<file path="src/rtl/pipe_stage_reg.sv">
// Generic inter-stage pipeline register: control + data bundles under valid/ready,
// synchronous flush, optional two-entry skid buffer that registers in_ready.
module pipe_stage_reg #(
    parameter int CTRL_W = 8,
    parameter int DATA_W = 64,
    parameter int SKID   = 0
) (
    input  logic              clk,
    input  logic              rst,
    input  logic              flush_i,
    input  logic              in_valid_i,
    output logic              in_ready_o,
    input  logic [CTRL_W-1:0] in_ctrl_i,
    input  logic [DATA_W-1:0] in_data_i,
    output logic              out_valid_o,
    input  logic              out_ready_i,
    output logic [CTRL_W-1:0] out_ctrl_o,
    output logic [DATA_W-1:0] out_data_o,
    output logic [1:0]        occupancy_o
);

    // State encoding doubles as the occupancy count.
    localparam logic [1:0] ST_EMPTY = 2'd0;
    localparam logic [1:0] ST_ONE   = 2'd1;
    localparam logic [1:0] ST_FULL  = 2'd2;
    localparam logic       SKID_EN  = (SKID != 0);

    logic [1:0]        state_q, state_d;
    logic              m_valid_q, m_valid_d;
    logic              rdy_q, rdy_d;
    logic [CTRL_W-1:0] m_ctrl_q, m_ctrl_d;
    logic [DATA_W-1:0] m_data_q, m_data_d;
    logic [CTRL_W-1:0] s_ctrl_q, s_ctrl_d;
    logic [DATA_W-1:0] s_data_q, s_data_d;
    logic              in_ready_s;
    logic              in_fire_s;
    logic              out_fire_s;

    // Upstream ready: a flop in skid mode, otherwise a pass-through of out_ready.
    always_comb begin
        if (SKID_EN) begin
            in_ready_s = rdy_q;
        end else begin
            in_ready_s = out_ready_i | ~m_valid_q;
        end
    end

    assign in_fire_s  = in_valid_i & in_ready_s;
    assign out_fire_s = m_valid_q & out_ready_i;

    // Next-state and storage steering; flush overrides every transition.
    always_comb begin
        state_d  = state_q;
        m_ctrl_d = m_ctrl_q;
        m_data_d = m_data_q;
        s_ctrl_d = s_ctrl_q;
        s_data_d = s_data_q;
        if (flush_i) begin
            state_d = ST_EMPTY;
        end else begin
            case (state_q)
                ST_EMPTY: begin
                    if (in_fire_s) begin
                        state_d  = ST_ONE;
                        m_ctrl_d = in_ctrl_i;
                        m_data_d = in_data_i;
                    end else begin
                        state_d = ST_EMPTY;
                    end
                end
                ST_ONE: begin
                    // Without a skid entry an accept always coincides with a drain.
                    if (in_fire_s && (out_fire_s || !SKID_EN)) begin
                        state_d  = ST_ONE;
                        m_ctrl_d = in_ctrl_i;
                        m_data_d = in_data_i;
                    end else if (in_fire_s) begin
                        state_d  = ST_FULL;
                        s_ctrl_d = in_ctrl_i;
                        s_data_d = in_data_i;
                    end else if (out_fire_s) begin
                        state_d = ST_EMPTY;
                    end else begin
                        state_d = ST_ONE;
                    end
                end
                ST_FULL: begin
                    if (out_fire_s) begin
                        state_d  = ST_ONE;
                        m_ctrl_d = s_ctrl_q;
                        m_data_d = s_data_q;
                    end else begin
                        state_d = ST_FULL;
                    end
                end
                default: begin
                    state_d = ST_EMPTY;
                end
            endcase
        end
        m_valid_d = (state_d != ST_EMPTY);
        rdy_d     = (state_d != ST_FULL);
    end

    // State and payload registers.
    always_ff @(posedge clk or posedge rst) begin
        if (rst) begin
            state_q   <= ST_EMPTY;
            m_valid_q <= 1'b0;
            rdy_q     <= 1'b1;
            m_ctrl_q  <= {CTRL_W{1'b0}};
            m_data_q  <= {DATA_W{1'b0}};
            s_ctrl_q  <= {CTRL_W{1'b0}};
            s_data_q  <= {DATA_W{1'b0}};
        end else begin
            state_q   <= state_d;
            m_valid_q <= m_valid_d;
            rdy_q     <= rdy_d;
            m_ctrl_q  <= m_ctrl_d;
            m_data_q  <= m_data_d;
            s_ctrl_q  <= s_ctrl_d;
            s_data_q  <= s_data_d;
        end
    end

    // Bubbles never present live control downstream.
    assign in_ready_o  = in_ready_s;
    assign out_valid_o = m_valid_q;
    assign out_ctrl_o  = m_valid_q ? m_ctrl_q : {CTRL_W{1'b0}};
    assign out_data_o  = m_data_q;
    assign occupancy_o = state_q;

endmodule

</file>
<file path="config.mk">
export PLATFORM = sky130hd
export DESIGN_NAME = pipe_stage_reg
export DESIGN_NICKNAME = d
export VERILOG_FILES = /design/src/rtl/pipe_stage_reg.sv
export SDC_FILE = /design/constraint.sdc
export NUM_CORES = 1
export LEC_CHECK = 0
export CORE_ASPECT_RATIO = 1.1
export CORE_MARGIN = 1.5
export CORE_UTILIZATION = 40
export CTS_CLUSTER_SIZE = 30
export DETAILED_ROUTE_END_ITERATION = 16
export GPL_TIMING_DRIVEN = 0
export PLACE_DENSITY = 0.76
export SLEW_MARGIN = 20
export SYNTH_ARGS = -nofsm -noshare
export SYNTH_HDL_FRONTEND = slang
export SYNTH_SLANG_ARGS = --single-unit
export TNS_END_PERCENT = 10
</file>
<file path="constraint.sdc">
create_clock -name clk -period 3.25 [get_ports clk]
set_clock_uncertainty 0.1 [all_clocks]
set_input_delay 0.4875 -clock clk [delete_from_list [all_inputs] [get_ports clk]]
set_output_delay 0.4875 -clock clk [all_outputs]
set_load 0.01 [all_outputs]
</file>
== Word-level counts from Yosys, hierarchy flattened ==
Cells that the tools add are included.

* Register bits after elaboration: 75
* Input port bits: 77
* Output and inout port bits: 76
* Word-level logic and storage cells: 31

* Eq/ne operators: 4
* Mux-type cells: 13
* Bitwise gates (word level): 5
* Reductions and logical operators: 5

{| class="wikitable"
|+ Operators with widths
! operator !! number
|-
| 2-to-1 mux 64 bit || 2
|-
| case mux 64 bit (2 select lines) || 1
|-
| 2-to-1 mux 8 bit || 3
|-
| case mux 8 bit (2 select lines) || 1
|-
| case mux 2 bit (3 select lines) || 1
|-
| 2-to-1 mux 2 bit || 2
|-
| AND reduction 4 bit || 1
|-
| nonzero test 2 bit || 2
|-
| 2-to-1 mux 1 bit || 3
|-
| AND 1 bit || 2
|-
| == test 2 x 1 -> 1 bit (second input constant) || 1
|-
| == test 2 bit (second input constant) || 1
|-
| zero test 2 bit || 1
|-
| != test 2 x 1 -> 1 bit (second input constant) || 1
|-
| != test 2 bit (second input constant) || 1
|-
| NOT 1 bit || 2
|-
| OR reduction 2 bit || 1
|-
| OR 1 bit || 1
|}

== Longest topological paths before layout ==
* Depth after elaboration: 7
* Gate-level depth with buffers: 6
* Mapped depth without buffers: 4

== Worst setup path after synthesis ==
No wires, ideal clock.

* Kind: input port to flip-flop
* Start point: input out_ready_i
* End point: register m_ctrl_q[0]
* Arrival: 1.425 ns
* Path slack: 1.646 ns
* Stages: 6
* Path through: nand2b_1 -> nand3b_1 -> a21oi_2 -> buf_8 -> buf_12 -> mux2i_1

* Word-level cells in the longest chain between the ends: 4
* Elaborated cells between the ends (all ways): 6

{| class="wikitable"
|+ RTL lines
! element !! RTL line !! source
|-
| start, declared || 16 || <nowiki>input logic out_ready_i,</nowiki>
|-
| OR 1 bit || 44 || <nowiki>in_ready_s = out_ready_i | ~m_valid_q;</nowiki>
|-
| AND 1 bit || 48 || <nowiki>assign in_fire_s = in_valid_i & in_ready_s;</nowiki>
|-
| != test 2 x 1 -> 1 bit (no line) || - ||
|-
| AND reduction 4 bit (no line) * || - ||
|-
| end signal, assigned || 111 || <nowiki>m_ctrl_q <= {CTRL_W{1'b0}};</nowiki>
|-
| end signal, assigned || 119 || <nowiki>m_ctrl_q <= m_ctrl_d;</nowiki>
|-
| end, declared || 31 || <nowiki>logic [CTRL_W-1:0] m_ctrl_q, m_ctrl_d;</nowiki>
|}

Mark *: on every way between the ends. The rest lies on a longest branch, timed or not.
A chain may end at the register's enable or synchronous reset.

== Worst setup path in the final report ==
* Start point: register m_valid_q (netlist: out_valid_o)
* End point: output out_ctrl_o[0]

* Word-level cells in the longest chain between the ends: 1

{| class="wikitable"
|+ RTL lines
! element !! RTL line !! source
|-
| start, declared || 29 || <nowiki>logic m_valid_q, m_valid_d;</nowiki>
|-
| start signal, assigned || 117 || <nowiki>m_valid_q <= m_valid_d;</nowiki>
|-
| 2-to-1 mux 8 bit || 129 || <nowiki>assign out_ctrl_o = m_valid_q ? m_ctrl_q : {CTRL_W{1'b0}};</nowiki>
|-
| end, declared || 17 || <nowiki>output logic [CTRL_W-1:0] out_ctrl_o,</nowiki>
|}

No other way between the ends.

==> out/qor.csv <==
stage,metric,value,unit
run_status,status,finished clean,
global_route,All-Layer GR Usage,18.14,%
drt,Pre-antenna DRT Iters,4,
drt,drt via density,4.443,
logic_synthesis,cells after synthesis,333,
cts,# hold bufs at CTS,0,
sta,Final Hold Viols,0,
critical_path,Worst EP required,2660,ps
sta,FMAX,0.4316,GHz
drt,Detail Route Antenna Nets,0,
placement,Inst Count DP,597,
cells_and_area,area taken by multi-input logic gates,1114,µm²
floorplanning,Site Rows,35,
cells_and_area,most frequent cells in the layout,"clkdlybuf4s50_1, dfrtp_1, nand2_1",
global_route,global-route congestion overflow total,0,
cts,Num CTS Buffers,9,
global_route,largest net degree at the start of global routing,48,
cts,Clock Sinks,75,
cts,Worst-path clk slew,80,ps
cts,clock buffer depth,2,
drt,DR WL/cell,12.94,µm
placement,Buffers on Ports,152,
drt,Initial DRC Count,94,
sta,Setup-failing EPs final,0,
critical_path,critical path startpoint category,register,
logic_synthesis,Synth area leaders,"dfrtp_1, mux2i_1, nand2_1",
logic_synthesis,Yosys top cell by area,dfrtp_1,
logic_synthesis,Post-Syn Area,3455,µm²
cells_and_area,nets@finish,574,
global_route,first-pass GRT wire length,13.38,mm
cts,Post-CTS Setup Bufs,0,
global_route,initial antenna violation count,0,
sta,fin crit period,2317,ps
power_and_ir_drop,Leak,2.639,nW
critical_path,crit-path max FO,9,
cells_and_area,diode count,0,
floorplanning,I/O pin cnt,153,
logic_synthesis,syn nets,410,
sta,RSZ-0062 raised after global routing,false,
flow_run,Max-Cap Viols,0,
drt,DRT Wirelength,7.918,mm
logic_synthesis,synth warn,0,
sta,period utilisation layout,71.29,%
cts,Clock Latency Late Sink,320,ps
drt,via count,2719,
critical_path,Worst Path Arrival,1730,ps
drt,DRC violations left,0,
floorplanning,die height,100.5,µm
sta,setup ws final,933.1,ps
logic_synthesis,mean post-synth cell area,10.37,µm²
placement,final HPWL from detailed placement,5.856,mm
placement,DP Worst Slack,990.6,ps
floorplanning,core area,8364,µm²
cells_and_area,Fill cells,708,
power_and_ir_drop,VDD IR max,259.5,µV
floorplanning,Initial Utilization,41.30,%
floorplanning,Die X-Extent,91.61,µm
logic_synthesis,sequential area share after synthesis,54.33,%
cells_and_area,FF+latch area,1877,µm²
cells_and_area,Final Non-Filler Cells,612,
cts,CTS tree,built,
cts,CTS Root Cell,clkbuf_8,
logic_synthesis,"flops & latches, synth",75,
cts,CTS-repair resized insts,0,
sta,fin. max-slew vios,0,
critical_path,CP endpoint kind,primary output,
cts,H-tree levels,3,
global_route,vias in the first global route,2890,
critical_path,R2R Setup Slk,1580,ps
logic_synthesis,Unique masters post-synth,20,
hold_path,hold crit path type,input pin to async pin,
sta,Slew HR,69.92,%
power_and_ir_drop,PD cells,494.1,nW/µm²
cells_and_area,layout cells sized above 1,5.190,%
sta,Slew @ Worst Pin,451.2,ps
floorplanning,die area,9204,µm²
cells_and_area,"leading cell type in the layout, fill and taps excluded",clkdlybuf4s50_1,
critical_path,Crit Path Category,register to primary output,
power_and_ir_drop,total power,2.637,mW
cells_and_area,Area growth syn-to-layout,54.51,%
logic_synthesis,post-synth top area share,54.33,%
placement,Final Wtd Congestion,0.7782,
state kept, by name, summed over array words and instances (netlist names):
register and cells:
out_valid_o 1, out_data_o 64, occupancy_o 2, m_ctrl_q 8
worst paths after layout:
| kind | start | endpoint | cells after the start |
|---|---|---|---|
| max in group asynchronous | rst | out_data_o[23] | 3 |
| min reg2reg | out_data_o[7] | out_data_o[7] | 2 |
| max | out_valid_o | out_ctrl_o[0] | 3 |
| min in group clk | out_data_o[7] | out_data_o[7] | 2 |
| max reg2reg | occupancy_o[1] | out_data_o[16] | 5 |
| min | rst | out_data_o[52] | 2 |
cell families after synthesis:
| kind of cell | count (synthesis) | synth area share [%] |
|---|---|---|
| compound gates | 6 | 1.159 |
| buf+inv | 90 | 13.44 |
| flops | 75 | 54.33 |
| mux | 72 | 20.86 |
| simple gates | 90 | 10.21 |
cell usage after synthesis:
cell / instances
o21ai_0: 1
or2b_1: 1
nand2_1: 74
buf_8: 1
nand2b_1: 1
a21oi_1: 1
and2b_1: 1
nand3b_1: 1
buf_12: 7
nand3_1: 1
clkinv_1: 1
clkbuf_1: 7
o22ai_1: 1
dfrtp_1: 75
a21oi_2: 1
inv_1: 73
nor2_1: 11
o21a_1: 2
buf_2: 1
mux2i_1: 72
critical path, cell delays in order, from the launching register on:
cell             delay, ps
dfrtp_1                420
clkinv_1               240
nor2_1                 190
clkdlybuf4s50_1        560
per-stage QoR:
stage          cell area, µm²  setup TNS, ps  hold WS (ps)  util, %
2_1_floorplan            3455              0         386.4        -
3_3_place_gp             5115         -39450         401.5    61.15
3_5_place_dp             5145              0         409.4    61.51
4_1_cts                  5338              0         388.0    63.81
5_1_grt                  5338              0         406.6    63.81
6_report                 5338              0         388.0    63.81
cell type report:
class | count | share of cell area (%)
multi-input cells | 168 | 20.86
inverters | 74 | 5.251
flip-flops and latches | 75 | 35.16
clock inverters | 4 | 0.9611
repair buffers | 153 | 29.02
plain buffers | 16 | 3.493
clock buffers | 11 | 2.649
well taps | 111 | 2.602
power breakdown:
| part | switching, mW | leakage, nW | internal (mW) | total (mW) |
|---|---|---|---|---|
| Clock | 0.325 | 0.0954 | 0.372 | 0.697 |
| Combinational | 0.305 | 1.67 | 0.461 | 0.766 |
| Sequential | 0.0817 | 0.873 | 1.09 | 1.17 |
per-layer routing:
metal  up-vias  GRT usage, %  wire length (µm)
met5         -             0                 0
li1       1330             -                 -
met3         7         4.525               485
met2        86         32.66              4004
met1      1296         21.91              3347
met4         0         4.087                80
No activity file was read; power rests on OpenSTA's default activity.
